$ cat config.mk
export PLATFORM = sky130hd
export DESIGN_NAME = freq_meas_ctrl
export DESIGN_NICKNAME = d
export VERILOG_FILES = /design/src/rtl/freq_meas_pkg.sv /design/src/rtl/gate_timer.sv /design/src/rtl/freq_meas_ctrl.sv
export SDC_FILE = /design/constraint.sdc
export NUM_CORES = 1
export LEC_CHECK = 0
export CAP_MARGIN = 10
export CORE_MARGIN = 4
export CORE_UTILIZATION = 53
export DETAILED_ROUTE_END_ITERATION = 8
export GPL_TIMING_DRIVEN = 1
export PLACE_DENSITY = 0.8
export SKIP_LAST_GASP = 1
export SLEW_MARGIN = 20
export SYNTH_ARGS = -nofsm -noshare
export SYNTH_HDL_FRONTEND = slang
export SYNTH_SLANG_ARGS = --single-unit
$ cat constraint.sdc
create_clock -name sys_clk -period 3.2 [get_ports sys_clk]
set_input_delay 0.8 -clock sys_clk [delete_from_list [all_inputs] [get_ports sys_clk]]
set_output_delay 0.8 -clock sys_clk [all_outputs]
set_load 0.03 [all_outputs]
$ cat src/rtl/freq_meas_pkg.sv
// Shared constants for the frequency-meter measurement controller: FSM state
// encoding, gate range codes and the elaboration-time gate-length function.
package freq_meas_pkg;

  localparam logic [2:0] ST_IDLE   = 3'd0;
  localparam logic [2:0] ST_CLEAR  = 3'd1;
  localparam logic [2:0] ST_GATE   = 3'd2;
  localparam logic [2:0] ST_SETTLE = 3'd3;
  localparam logic [2:0] ST_LATCH  = 3'd4;

  localparam logic [1:0] RANGE_1S    = 2'd0;
  localparam logic [1:0] RANGE_100MS = 2'd1;
  localparam logic [1:0] RANGE_10MS  = 2'd2;

  // Gate length in sys_clk cycles for range r: gate_cycles / 10^r (integer divide).
  function automatic int gate_len(input int gate_cycles, input int r);
    int div;
    div = 1;
    for (int i = 0; i < r; i++) div = div * 10;
    return gate_cycles / div;
  endfunction

endpackage

$ cat src/rtl/gate_timer.sv
// Loadable down counter with zero flag; times both the gate window and the
// settle interval of a measurement.
module gate_timer #(
  parameter int TW = 26
) (
  input  logic          clk,
  input  logic          reset,
  input  logic          load,
  input  logic          en,
  input  logic [TW-1:0] load_val,
  output logic          zero
);

  logic [TW-1:0] count_q;
  logic [TW-1:0] count_d;

  // Load has priority; the counter holds at zero rather than wrapping.
  always_comb begin
    count_d = count_q;
    if (load) begin
      count_d = load_val;
    end else if (en && (count_q != '0)) begin
      count_d = count_q - 1'b1;
    end
  end

  always_ff @(posedge clk) begin
    if (reset) begin
      count_q <= '0;
    end else begin
      count_q <= count_d;
    end
  end

  assign zero = (count_q == '0);

endmodule

$ cat src/rtl/freq_meas_ctrl.sv
// Measurement sequencer: clear counter, open an exact gate, settle, latch.
// Optional auto-ranging on overflow is enabled by defining AUTO_RANGE_EN.
module freq_meas_ctrl
  import freq_meas_pkg::*;
#(
  parameter int GATE_CYCLES   = 50_000_000,
  parameter int SETTLE_CYCLES = 4,
  parameter int TW            = 26
) (
  input  logic       sys_clk,
  input  logic       reset,
  input  logic       start,
  input  logic       cont,
  input  logic       ovf,
  output logic       cnt_clr,
  output logic       cnt_en,
  output logic       latch,
  output logic       done,
  output logic       busy,
  output logic [1:0] range,
  output logic       err,
  output logic [2:0] dbg_state
);

  localparam logic [TW-1:0] LOAD_R0     = TW'(gate_len(GATE_CYCLES, 0) - 1);
  localparam logic [TW-1:0] LOAD_R1     = TW'(gate_len(GATE_CYCLES, 1) - 1);
  localparam logic [TW-1:0] LOAD_R2     = TW'(gate_len(GATE_CYCLES, 2) - 1);
  localparam logic [TW-1:0] SETTLE_LOAD = TW'(SETTLE_CYCLES - 1);

  logic [2:0]    state_q, state_d;
  logic [1:0]    range_q, range_d;
  logic          err_q, err_d;
  logic          ovf_seen_q, ovf_seen_d;
  logic          cnt_clr_q, cnt_en_q, latch_q, done_q, busy_q;
  logic          pulse_d;
  logic          tmr_load, tmr_en, tmr_zero;
  logic [TW-1:0] tmr_val, gate_load;

  always_comb begin
    case (range_q)
      RANGE_100MS: gate_load = LOAD_R1;
      RANGE_10MS:  gate_load = LOAD_R2;
      default:     gate_load = LOAD_R0;
    endcase
  end

  always_comb begin
    state_d    = state_q;
    range_d    = range_q;
    err_d      = err_q;
    ovf_seen_d = ovf_seen_q;
    pulse_d    = 1'b0;
    tmr_load   = 1'b0;
    tmr_en     = 1'b0;
    tmr_val    = '0;
    case (state_q)
      ST_IDLE: begin
        if (start) begin
          state_d = ST_CLEAR;
          range_d = RANGE_1S;
          err_d   = 1'b0;
        end else if (cont) begin
          state_d = ST_CLEAR;
        end
      end
      ST_CLEAR: begin
        tmr_load   = 1'b1;
        tmr_val    = gate_load;
        ovf_seen_d = 1'b0;
        state_d    = ST_GATE;
      end
      ST_GATE: begin
        ovf_seen_d = ovf_seen_q | ovf;
        if (tmr_zero) begin
          tmr_load = 1'b1;
          tmr_val  = SETTLE_LOAD;
          state_d  = ST_SETTLE;
        end else begin
          tmr_en = 1'b1;
        end
      end
      ST_SETTLE: begin
        ovf_seen_d = ovf_seen_q | ovf;
        if (tmr_zero) begin
          state_d = ST_LATCH;
        end else begin
          tmr_en = 1'b1;
        end
      end
      ST_LATCH: begin
`ifdef AUTO_RANGE_EN
        if (ovf_seen_q && (range_q < RANGE_10MS)) begin
          // Overflowed with a shorter gate still available: retry without latching.
          range_d = range_q + 2'd1;
          state_d = ST_CLEAR;
        end else begin
          pulse_d = 1'b1;
          if (ovf_seen_q) err_d = 1'b1;
          state_d = ST_IDLE;
        end
`else
        pulse_d = 1'b1;
        err_d   = ovf_seen_q;
        state_d = ST_IDLE;
`endif
      end
      default: state_d = ST_IDLE;
    endcase
  end

  gate_timer #(.TW(TW)) u_gate_timer (
    .clk      (sys_clk),
    .reset    (reset),
    .load     (tmr_load),
    .en       (tmr_en),
    .load_val (tmr_val),
    .zero     (tmr_zero)
  );

  // Outputs are registered from the current state, so they trail it by one cycle.
  always_ff @(posedge sys_clk) begin
    if (reset) begin
      state_q    <= ST_IDLE;
      range_q    <= RANGE_1S;
      err_q      <= 1'b0;
      ovf_seen_q <= 1'b0;
      cnt_clr_q  <= 1'b0;
      cnt_en_q   <= 1'b0;
      latch_q    <= 1'b0;
      done_q     <= 1'b0;
      busy_q     <= 1'b0;
    end else begin
      state_q    <= state_d;
      range_q    <= range_d;
      err_q      <= err_d;
      ovf_seen_q <= ovf_seen_d;
      cnt_clr_q  <= (state_q == ST_CLEAR);
      cnt_en_q   <= (state_q == ST_GATE);
      latch_q    <= pulse_d;
      done_q     <= pulse_d;
      busy_q     <= (state_q != ST_IDLE);
    end
  end

  assign cnt_clr   = cnt_clr_q;
  assign cnt_en    = cnt_en_q;
  assign latch     = latch_q;
  assign done      = done_q;
  assign busy      = busy_q;
  assign range     = range_q;
  assign err       = err_q;
  assign dbg_state = state_q;

endmodule

**Word level (Yosys, flattened, before mapping)**

Cells that the tools add are included.

- Output and inout bits: 11
- Word-level logic and storage cells: 46
- Register bits: 35

- Mux-type cells: 17
- Bitwise logic cells: 1
- $add $sub $neg: 1
- Equality and inequality tests: 8
- Reductions and logical operators: 11

Operator list:

| cell | count |
|---|---|
| $mux 26 | 2 |
| $pmux 26 s2 | 1 |
| $logic_not 26->1 | 1 |
| $reduce_bool 26->1 | 1 |
| $sub 26x1->26 const B | 1 |
| $mux 3 | 4 |
| $pmux 3 s4 | 1 |
| $eq 3x2->1 const B | 2 |
| $ne 2x2->1 const B | 3 |
| $pmux 1 s2 | 3 |
| $reduce_bool 2->1 | 3 |
| $mux 1 | 5 |
| $eq 3x1->1 const B | 1 |
| $eq 3x3->1 const B | 1 |
| $logic_not 3->1 | 1 |
| $ne 3x3->1 const B | 1 |
| $reduce_and 3->1 | 1 |
| $reduce_bool 3->1 | 1 |
| $mux 2 | 1 |
| $reduce_and 2->1 | 1 |
| $reduce_or 2->1 | 1 |
| $logic_and 1x1->1 | 1 |
| $or 1x1->1 | 1 |

**Depth between registers and ports, before layout**

Gate-level depths: netlist of run 1.

- Depth in word-level cells: 6
- Mapped depth: 9
- Mapped depth without buffers: 8

**Cells and area by module**

A second synthesis of run 1 with hierarchy kept.

- Cells, all modules: 243
- Area total of the unflattened synthesis: 2047.0 µm²

Modules (own cells, without submodules):

| module | sequential area each (µm²) | cells an instance | instances | area an instance (µm²) |
|---|---|---|---|---|
| gate_timer | 520.5 | 201 | 1 | 1654.1 |
| freq_meas_ctrl | 180.2 | 42 | 1 | 392.9 |

**Worst setup path after synthesis of run 1**

No wires, ideal clock.

- Kind: reg-to-reg
- From: register u_gate_timer.count_q[3]
- To: register u_gate_timer.count_q[20]
- Library setup time: 73 ps
- Stages on the path, launching flop included: 9
- Data required time: 3127 ps
- Slack: 747 ps
- Data arrival time: 2380 ps
- Cells stage by stage: dfxtp_1 buf_6 or4_4 or4_4 buf_6 or4_4 a21oi_1 nor2_1 nor3_2

- Cells in the longest elaborated chain, start to end: 5
- Elaborated cells on any way between the ends: 11
- Those cells by class: add/sub (1); mux (6); reduce/logical (4)

RTL lines:

| what | line | text |
|---|---|---|
| from (decl) | gate_timer.sv:14 | `logic [TW-1:0] count_q;` |
| from (signal assigned) | gate_timer.sv:31 | `count_q <= count_d;` |
| branches (longest 5 deep; another with $sub 26x1->26) | -- |  |

Parallel ways; which one is timed is not known. The select of a mux whose other input is x is not followed.
A chain may end at the register's enable or synchronous reset.

**Worst setup path in the final report of run 1**

- From: register u_gate_timer.count_q[3]
- To: register u_gate_timer.count_q[17]

The elaborated chain is that of the path after synthesis.

==> run metrics, run 1 <==
Critical Path RT=3.45 ns; Max-Cap Viols=0; Clk Latency, worst-skew pair=0.34 ns; Setup Skew=0.00998 ns; max-slew headroom at the worst pin=0.527; Fillers=315; CP max-delay cell=or4_4; sequential fraction of the synthesis area=0.366; Synth Warn #=0; CP Max Fanout=11; Clock transition at path regs=0.10 ns; most frequent cells in the layout=45 x nor2_1, 35 x dfxtp_1, 20 x nor3_1, 18 x nand2_1, 15 x nor4_1; RSZ-0062 raised after global routing=no; Async SR Flop Fraction=0; EDFF count, synth=0; met2 GRT Util=0.353; antenna violations before repair=0; Worst setup EP type=flop; WHS=0.495 ns; GR Util met1=0.291; area share of and/or/nand/nor cells after synthesis=0.370; setup bufs post-CTS=0; Crit Path Class=reg2reg; Die Area=4630 um^2; I/O pins=16; top cell type's share of synthesized area=0.366; wire per inst=14.6 um; clock sinks=35; cell count after placement=298; adder-cell share of the synthesized area=0.00654; Worst EP arrival=2.97 ns; Port Buffers=13; post-synthesis mux area share=0; post-DR vias/cell=5.96; Tmin final=2.72 ns; Vias=1819; GRT Total Usage=0.220; pwr/cell area=673 nW/um^2; vias in the first global route=1640; global-route wire length before repair=7.71 mm; CTS buffer count=5; post-route ant nets=0; setup_tns=0 ns; CTS tree=done; clk root buf=clkbuf_4; final WL=4.45 mm; Startpoint Class=flop; # diodes=0; post-synthesis share of cell area spent on xor and xnor gates=0.0458; endpoints failing setup=0; leakage power figure=0.739 nW; most common cell after layout, fill and taps aside=nor2_1; Starting Density=0.560; RePlAce Congestion=0.905; Power, Total=1.41 mW; Starting DRT DRC Count=137; synthesized flop and latch total=35; share of cells above drive strength 1=0.0811; GRT busiest layer=met2; Cell Count, Final, Fillers Out=305; area delta synth->final=9.29%; Fin. Hold Viols=0; first-pass iteration count of the detailed router=4; Most common cell on crit path=or4_4; Syn Area/Cell=7.71 um^2; Yosys top cell by area=dfxtp_1; final slew viol count=0; core region area=3420 um^2; Max Clk Rate=367 MHz; status=completed; hold-fix buffers at CTS=0; synth unique cells=42; Mapped Cells=248; main combinational cell family by area after synthesis=simple AND/OR/NAND/NOR gates; Max VDD drop=401 uV; synthesized area=1910 um^2; post-CTS sizing=0; CTS Buffer Depth=2; number of H-tree levels=2; dpl hpwl=3.16 mm; Tcrit/Tclk final=0.851; gr ovfl total=0; worst-margin pin slew=0.703 ns; Synth area leaders=dfxtp_1 37%, nor2_1 8.8%, nor3_1 5.2%, nor4_1 4.9%, a21oi_1 3.7%; Synth Flop Type=dfxtp_1; Total Nets Final=265; Die Ht=68.1 um; DRC=0; Cell Chain, Critical Path=or4_4 -> or4_4 -> o31ai_4 -> and2b_1 -> nor2_1 -> nor4_1; post-synthesis compound-gate area fraction=0.145; Horiz. Die Dim=68.1 um; row count=21; largest net degree at the start of global routing=20; met3 Use GR=0.0542; CP max stage delay=0.60 ns; worst min path class=reg2reg
[power breakdown]
| part | internal (mW) | switching, mW |
|---|---|---|
| clock | 0.102 | 0.146 |
| sequential | 0.503 | 0.0878 |
| combinational | 0.219 | 0.348 |
[cells in the mapped netlist, drive strengths merged, types with 5 or more instances]
library cell	count
a21oi	14
nand2	18
nand2b	5
buf	10
xnor2	6
or4	6
nor3	21
o21ai	14
clkbuf	5
dfxtp	35
nand3	6
nor4	15
or3	8
nor2	45
[through the flow]
step	cell area, um^2	util	setup WS [ns]
after floorplan	1920	-	0.747
after global placement	2030	0.595	0.579
after detailed placement	2030	0.595	0.515
after CTS	2090	0.612	0.494
after global routing	2090	0.612	0.288
final	2090	0.612	0.476
[kinds of logic after synthesis]
| family | Yosys count |
|---|---|
| simple gates | 138 |
| compound gates | 44 |
| flops | 35 |
| buf+inv | 19 |
| xor+xnor | 10 |
| fa+ha+maj | 1 |
| other cells | 1 |
[per-layer routing]
| metal | vias to the layer above | wire length (um) |
|---|---|---|
| li1 | 897 | - |
| met1 | 845 | 2110 |
| met2 | 65 | 1990 |
| met3 | 12 | 263 |
| met4 | 0 | 86 |
| met5 | - | 0 |
[final cells by class]
| cell class | count | area (um^2) | area share |
|---|---|---|---|
| multi-input cells | 195 | 1090 | 0.523 |
| flip-flops and latches | 35 | 701 | 0.335 |
| repair buffers | 18 | 168 | 0.0802 |
| well taps | 46 | 57.6 | 0.0275 |
| clock buffers | 6 | 51.3 | 0.0246 |
| inverters | 4 | 15.0 | 0.00719 |
| clock inverters | 1 | 5.00 | 0.00240 |
[final timing paths]
kind                                start                  endpoint  slack, ns  cells past startpoint
hold / removal                 ovf_seen_q                ovf_seen_q       0.50                      2
hold reg to reg                ovf_seen_q                ovf_seen_q       0.50                      2
setup / recovery  u_gate_timer.count_q[3]  u_gate_timer.count_q[17]       0.48                      6
setup reg to reg  u_gate_timer.count_q[3]  u_gate_timer.count_q[17]       0.48                      6
[state kept, by name, indices dropped and copies added (netlist names)]
| name | flops |
|---|---|
| cnt_en | 1 |
| u_gate_timer.count_q | 26 |
| ovf_seen_q | 1 |
| dbg_state | 3 |
| busy | 1 |
| err | 1 |
| done | 1 |
| cnt_clr | 1 |
[worst max-delay path: cells and delay by family (launching register included)]
kind	cells	cell delay, ns
AOI/OAI and AO/OA	1	0.50
DFF	1	0.39
and+or+nand+nor	5	1.76
Power figures use the tool's default switching activity.
==> run 2, diff against run 1 <==
--- a/config.mk
+++ b/config.mk
@@ -6,6 +6,7 @@
 export NUM_CORES = 1
 export LEC_CHECK = 0
 export CAP_MARGIN = 10
+export CORE_ASPECT_RATIO = 2
 export CORE_MARGIN = 4
 export CORE_UTILIZATION = 53
 export DETAILED_ROUTE_END_ITERATION = 8
==> constraint.sdc (replaced) <==
create_clock -name sys_clk -period 2.8 [get_ports sys_clk]
set_input_delay 0.7 -clock sys_clk [delete_from_list [all_inputs] [get_ports sys_clk]]
set_output_delay 0.7 -clock sys_clk [all_outputs]
set_load 0.03 [all_outputs]
==> run metrics, run 2 (same netlist as run 1, synthesis figures left out) <==
number of H-tree levels=2 (unchanged); I/O pins=16 (unchanged); row count=30 (+43%); RePlAce Congestion=0.968 (+7.0%); antenna violations before repair=0 (unchanged); Crit Path Class=reg2reg; Startpoint Class=flop; dpl hpwl=3.92 mm (+24%); Clk Latency, worst-skew pair=0.28 ns (-0.06 ns); max-slew headroom at the worst pin=0.586 (+0.0590); worst-margin pin slew=0.615 ns (-0.0877 ns); largest net degree at the start of global routing=21 (+5.0%); share of cells above drive strength 1=0.114 (+0.0333); Worst setup EP type=flop; CTS buffer count=5 (unchanged); Vias=1910 (+5.0%); # diodes=0 (unchanged); Die Area=4690 um^2 (+1.3%); CP Max Fanout=8 (-3); most frequent cells in the layout=45 x nor2_1, 35 x dfxtp_1, 20 x nor3_1, 18 x nand2_1, 16 x buf_4; post-DR vias/cell=5.99 (+0.39%); Worst EP arrival=2.74 ns (-0.23 ns); core region area=3450 um^2 (+1.1%); final instance area=2200 um^2 (+5.3%); gr ovfl total=0 (unchanged); clock sinks=35 (unchanged); Horiz. Die Dim=50.5 um (-26%); Total Nets Final=276 (+4.2%); Critical Path RT=3.00 ns (-0.45 ns); Max Clk Rate=393 MHz (+7.1%); Die Ht=92.9 um (+37%); Setup Skew=0.00900 ns (-0.000978 ns); area delta synth->final=15.1%; first-pass iteration count of the detailed router=4 (unchanged); largest reg by FF count=u_gate_timer.count_q; global-route wire length before repair=8.74 mm (+13%); DRC=0 (unchanged); status=completed; leakage power figure=0.799 nW (+8.1%); Starting DRT DRC Count=68 (-50%); wire per inst=16.2 um (+11%); post-route ant nets=0 (unchanged); CTS Buffer Depth=2 (unchanged); Starting Density=0.554 (-0.00608); Tcrit/Tclk final=0.908 (+0.0567); RSZ-0062 raised after global routing=no; clk root buf=clkbuf_8; Max-Cap Viols=0 (unchanged); pwr/cell area=799 nW/um^2 (+19%); Port Buffers=13 (unchanged); setup bufs post-CTS=0 (unchanged); final WL=5.17 mm (+16%); placed cell area=2120 um^2 (+4.2%); worst min path class=reg2reg; max reg flops=26 (unchanged); endpoints failing setup=0 (unchanged); vias in the first global route=1900 (+16%); Max VDD drop=585 uV (+46%); Fin. Hold Viols=0 (unchanged); Tmin final=2.54 ns (-0.182 ns); Clock transition at path regs=0.07 ns (-0.03 ns); CTS tree=done; Fillers=340 (+7.9%); hold-fix buffers at CTS=0 (unchanged); final slew viol count=0 (unchanged); GRT Total Usage=0.239 (+0.0194); setup_tns=0 ns (unchanged); most common cell after layout, fill and taps aside=nor2_1; post-CTS sizing=0 (unchanged)
## run 2: power breakdown
group	switching, mW	internal, mW
logic	0.438	0.295
registers	0.0996	0.575
clock network	0.176	0.175
total	0.713	1.04
## run 2: worst paths after layout
kind         cells past startpoint                       end               startpoint  slack, ns
max                              6  u_gate_timer.count_q[17]  u_gate_timer.count_q[3]       0.26
min                              2                ovf_seen_q               ovf_seen_q       0.49
max reg2reg                      6  u_gate_timer.count_q[17]  u_gate_timer.count_q[3]       0.26
min reg2reg                      2                ovf_seen_q               ovf_seen_q       0.49
## run 2: routing by layer
metal,track usage,vias up,share of wire
li1,-,917,-
met2,0.440,74,0.55
met3,0.0403,21,0.039
met4,0.119,0,0.039
met1,0.251,898,0.37
met5,0,-,0
## run 2: through the flow
stage | setup WS, ns | util | hold WS, ns | power [mW] | cells
3_5_place_dp | 0.227 | 0.613 | 0.474 | 1.40 | 311
6_report | 0.257 | 0.637 | 0.492 | 1.76 | 319
3_3_place_gp | 0.298 | 0.613 | 0.468 | 1.39 | 311
2_1_floorplan | 0.347 | - | 0.446 | 1.19 | 249
5_1_grt | 0.0276 | 0.637 | 0.513 | 1.87 | 319
4_1_cts | 0.221 | 0.637 | 0.484 | 1.75 | 319
## run 2: final cells by class
class                           instances  area [um^2]  area share
Clock buffer                            7         76.3      0.0347
Inverter                                4         15.0     0.00683
Timing Repair Buffer                   29          250       0.114
Tap cell                               48         60.1      0.0273
Clock inverter                          1         5.00     0.00228
Sequential cell                        35          701       0.319
Multi-Input combinational cell        195         1090       0.497
## run 2: worst max-delay path: stages (launching register included)
cell and delay, ns:
dfxtp_1 0.38, or4_4 0.56, or4_4 0.60, o31ai_4 0.35, and2b_1 0.28, nor2_1 0.07
nor4_1 0.23
==> run 3, diff against run 2 <==
--- a/config.mk
+++ b/config.mk
@@ -8,12 +8,13 @@
 export CAP_MARGIN = 10
 export CORE_ASPECT_RATIO = 2
 export CORE_MARGIN = 4
-export CORE_UTILIZATION = 53
+export CORE_UTILIZATION = 45
 export DETAILED_ROUTE_END_ITERATION = 8
 export GPL_TIMING_DRIVEN = 1
-export PLACE_DENSITY = 0.8
+export PLACE_DENSITY = 0.7
 export SKIP_LAST_GASP = 1
 export SLEW_MARGIN = 20
 export SYNTH_ARGS = -nofsm -noshare
 export SYNTH_HDL_FRONTEND = slang
 export SYNTH_SLANG_ARGS = --single-unit
+export TNS_END_PERCENT = 50
==> constraint.sdc (replaced) <==
create_clock -name sys_clk -period 2.74 [get_ports sys_clk]
set_input_delay 0.685 -clock sys_clk [delete_from_list [all_inputs] [get_ports sys_clk]]
set_output_delay 0.685 -clock sys_clk [all_outputs]
set_load 0.03 [all_outputs]
==> run metrics, run 3 (same netlist as run 1, synthesis figures left out) <==
Total Nets Final=276 (unchanged); RePlAce Congestion=0.955 (-1.3%); GRT Total Usage=0.220 (-0.0188); post-DR vias/cell=5.78 (-3.5%); CP Max Fanout=8 (unchanged); hold-fix buffers at CTS=0 (unchanged); dpl hpwl=3.90 mm (-0.51%); first-pass iteration count of the detailed router=4 (unchanged); Power, Total=1.82 mW (+3.7%); Worst EP arrival=2.79 ns (+0.05 ns); I/O pins=16 (unchanged); max-slew headroom at the worst pin=0.599 (+0.0123); Fillers=393 (+16%); cell count after placement=315 (+1.3%); PnR worst setup slack=0.158 ns (-0.0995 ns); share of cells above drive strength 1=0.119 (+0.00413); core region area=4090 um^2 (+18%); final WL=5.11 mm (-1.1%); CTS buffer count=5 (unchanged); worst min path class=reg2reg; worst-margin pin slew=0.602 ns (-0.0128 ns); gr ovfl total=0 (unchanged); wire per inst=15.9 um (-2.0%); Worst setup EP type=flop; max reg flops=26 (unchanged); post-route ant nets=0 (unchanged); Die Area=5420 um^2 (+16%); post-layout util=0.541 (-0.0961); # diodes=0 (unchanged); Clock transition at path regs=0.07 ns (about the same); Vias=1861 (-2.6%); Horiz. Die Dim=54.1 um (+7.2%); DP Worst Slack=0.127 ns (-0.101 ns); vias in the first global route=1875 (-1.3%); pwr/cell area=825 nW/um^2 (+3.2%); hold path depth=2 (unchanged); most frequent cells in the layout=45 x nor2_1, 35 x dfxtp_1, 20 x nor3_1, 18 x nand2_1, 16 x buf_4; endpoints failing setup=0 (unchanged); Cell Chain, Critical Path=or4_4 -> or4_4 -> o31ai_4 -> and2b_1 -> nor2_1 -> nor4_1; CP max-delay cell=or4_4; RSZ-0062 raised after global routing=no; clk root buf=clkbuf_8; post-CTS sizing=0 (unchanged); clock sinks=35 (unchanged); CTS tree=done; Max-Cap Viols=0 (unchanged); Starting Density=0.468 (-0.0859); setup_tns=0 ns (unchanged); Tcrit/Tclk final=0.942 (+0.0343); number of H-tree levels=2 (unchanged); WHS=0.497 ns (+0.00448 ns); CTS Buffer Depth=2 (unchanged); Max VDD drop=562 uV (-3.9%); register area=701 um^2 (unchanged); Fin. Hold Viols=0 (unchanged); status=completed; placed cell area=2120 um^2 (+0.24%); top cell family by delay on the critical path=simple AND/OR/NAND/NOR gates; area delta synth->final=15.6%; crit path buf inv count=0 (unchanged); Starting DRT DRC Count=53 (-22%); setup bufs post-CTS=0 (unchanged); Max Clk Rate=387 MHz (-1.5%); leakage power figure=0.804 nW (+0.55%); DRC=0 (unchanged); antenna violations before repair=0 (unchanged); Cell Count, Final, Fillers Out=322 (+0.94%); Startpoint Class=flop; largest net degree at the start of global routing=20 (-4.8%); most common cell after layout, fill and taps aside=nor2_1; Die Ht=100 um (+7.8%); Most common cell on crit path=or4_4; Port Buffers=13 (unchanged); Crit Path Class=reg2reg; multi-input logic area=1090 um^2 (unchanged); Setup Skew=0.00511 ns (-0.00389 ns); largest reg by FF count=u_gate_timer.count_q; Clk Latency, worst-skew pair=0.29 ns (about the same); Tmin final=2.58 ns (+0.0395 ns); global-route wire length before repair=8.75 mm (about the same); row count=33 (+10%); final slew viol count=0 (unchanged); CP max stage delay=0.60 ns (about the same); final instance area=2210 um^2 (+0.51%); critical path depth=6 (unchanged); worst r2r path cells=6 (unchanged); Critical Path RT=2.95 ns (-0.05 ns)
## run 3: cell count changes in the layout (fill, tap and decap cells not counted)
cell,before,now
clkbuf_8,5,6
clkbuf_1,2,0
## run 3: routing by layer
metal | vias to the layer above | routed length [um] | track usage
li1 | 926 | - | -
met1 | 857 | 1830 | 0.226
met2 | 56 | 2870 | 0.384
met3 | 22 | 166 | 0.0401
met4 | 0 | 243 | 0.144
met5 | - | 0 | 0
## run 3: layout make-up
| type | count | area share |
|---|---|---|
| multi-input cells | 195 | 0.494 |
| flip-flops and latches | 35 | 0.317 |
| repair buffers | 29 | 0.113 |
| clock buffers | 6 | 0.0374 |
| well taps | 52 | 0.0294 |
| inverters | 4 | 0.00679 |
| clock inverters | 1 | 0.00226 |
## run 3: final timing paths
check / slack [ns] / end / from
hold reg to reg: 0.50 / ovf_seen_q / ovf_seen_q
setup reg to reg: 0.16 / u_gate_timer.count_q[17] / u_gate_timer.count_q[3]
setup / recovery: 0.16 / u_gate_timer.count_q[17] / u_gate_timer.count_q[3]
hold / removal: 0.50 / ovf_seen_q / ovf_seen_q
## run 3: tightest hold or removal path: cells and delay by family (launching register included)
family / cells / cell delay (ns)
AO/OA/AOI/OAI: 1 / 0.06
flip-flops: 1 / 0.33
AND/OR/NAND/NOR: 1 / 0.06
## run 3: power breakdown
group          internal, mW  leakage, nW  total (mW)  switching, mW
sequential            0.587        0.287       0.687         0.0991
combinational         0.301        0.469       0.746          0.445
clock                 0.197       0.0470       0.391          0.193
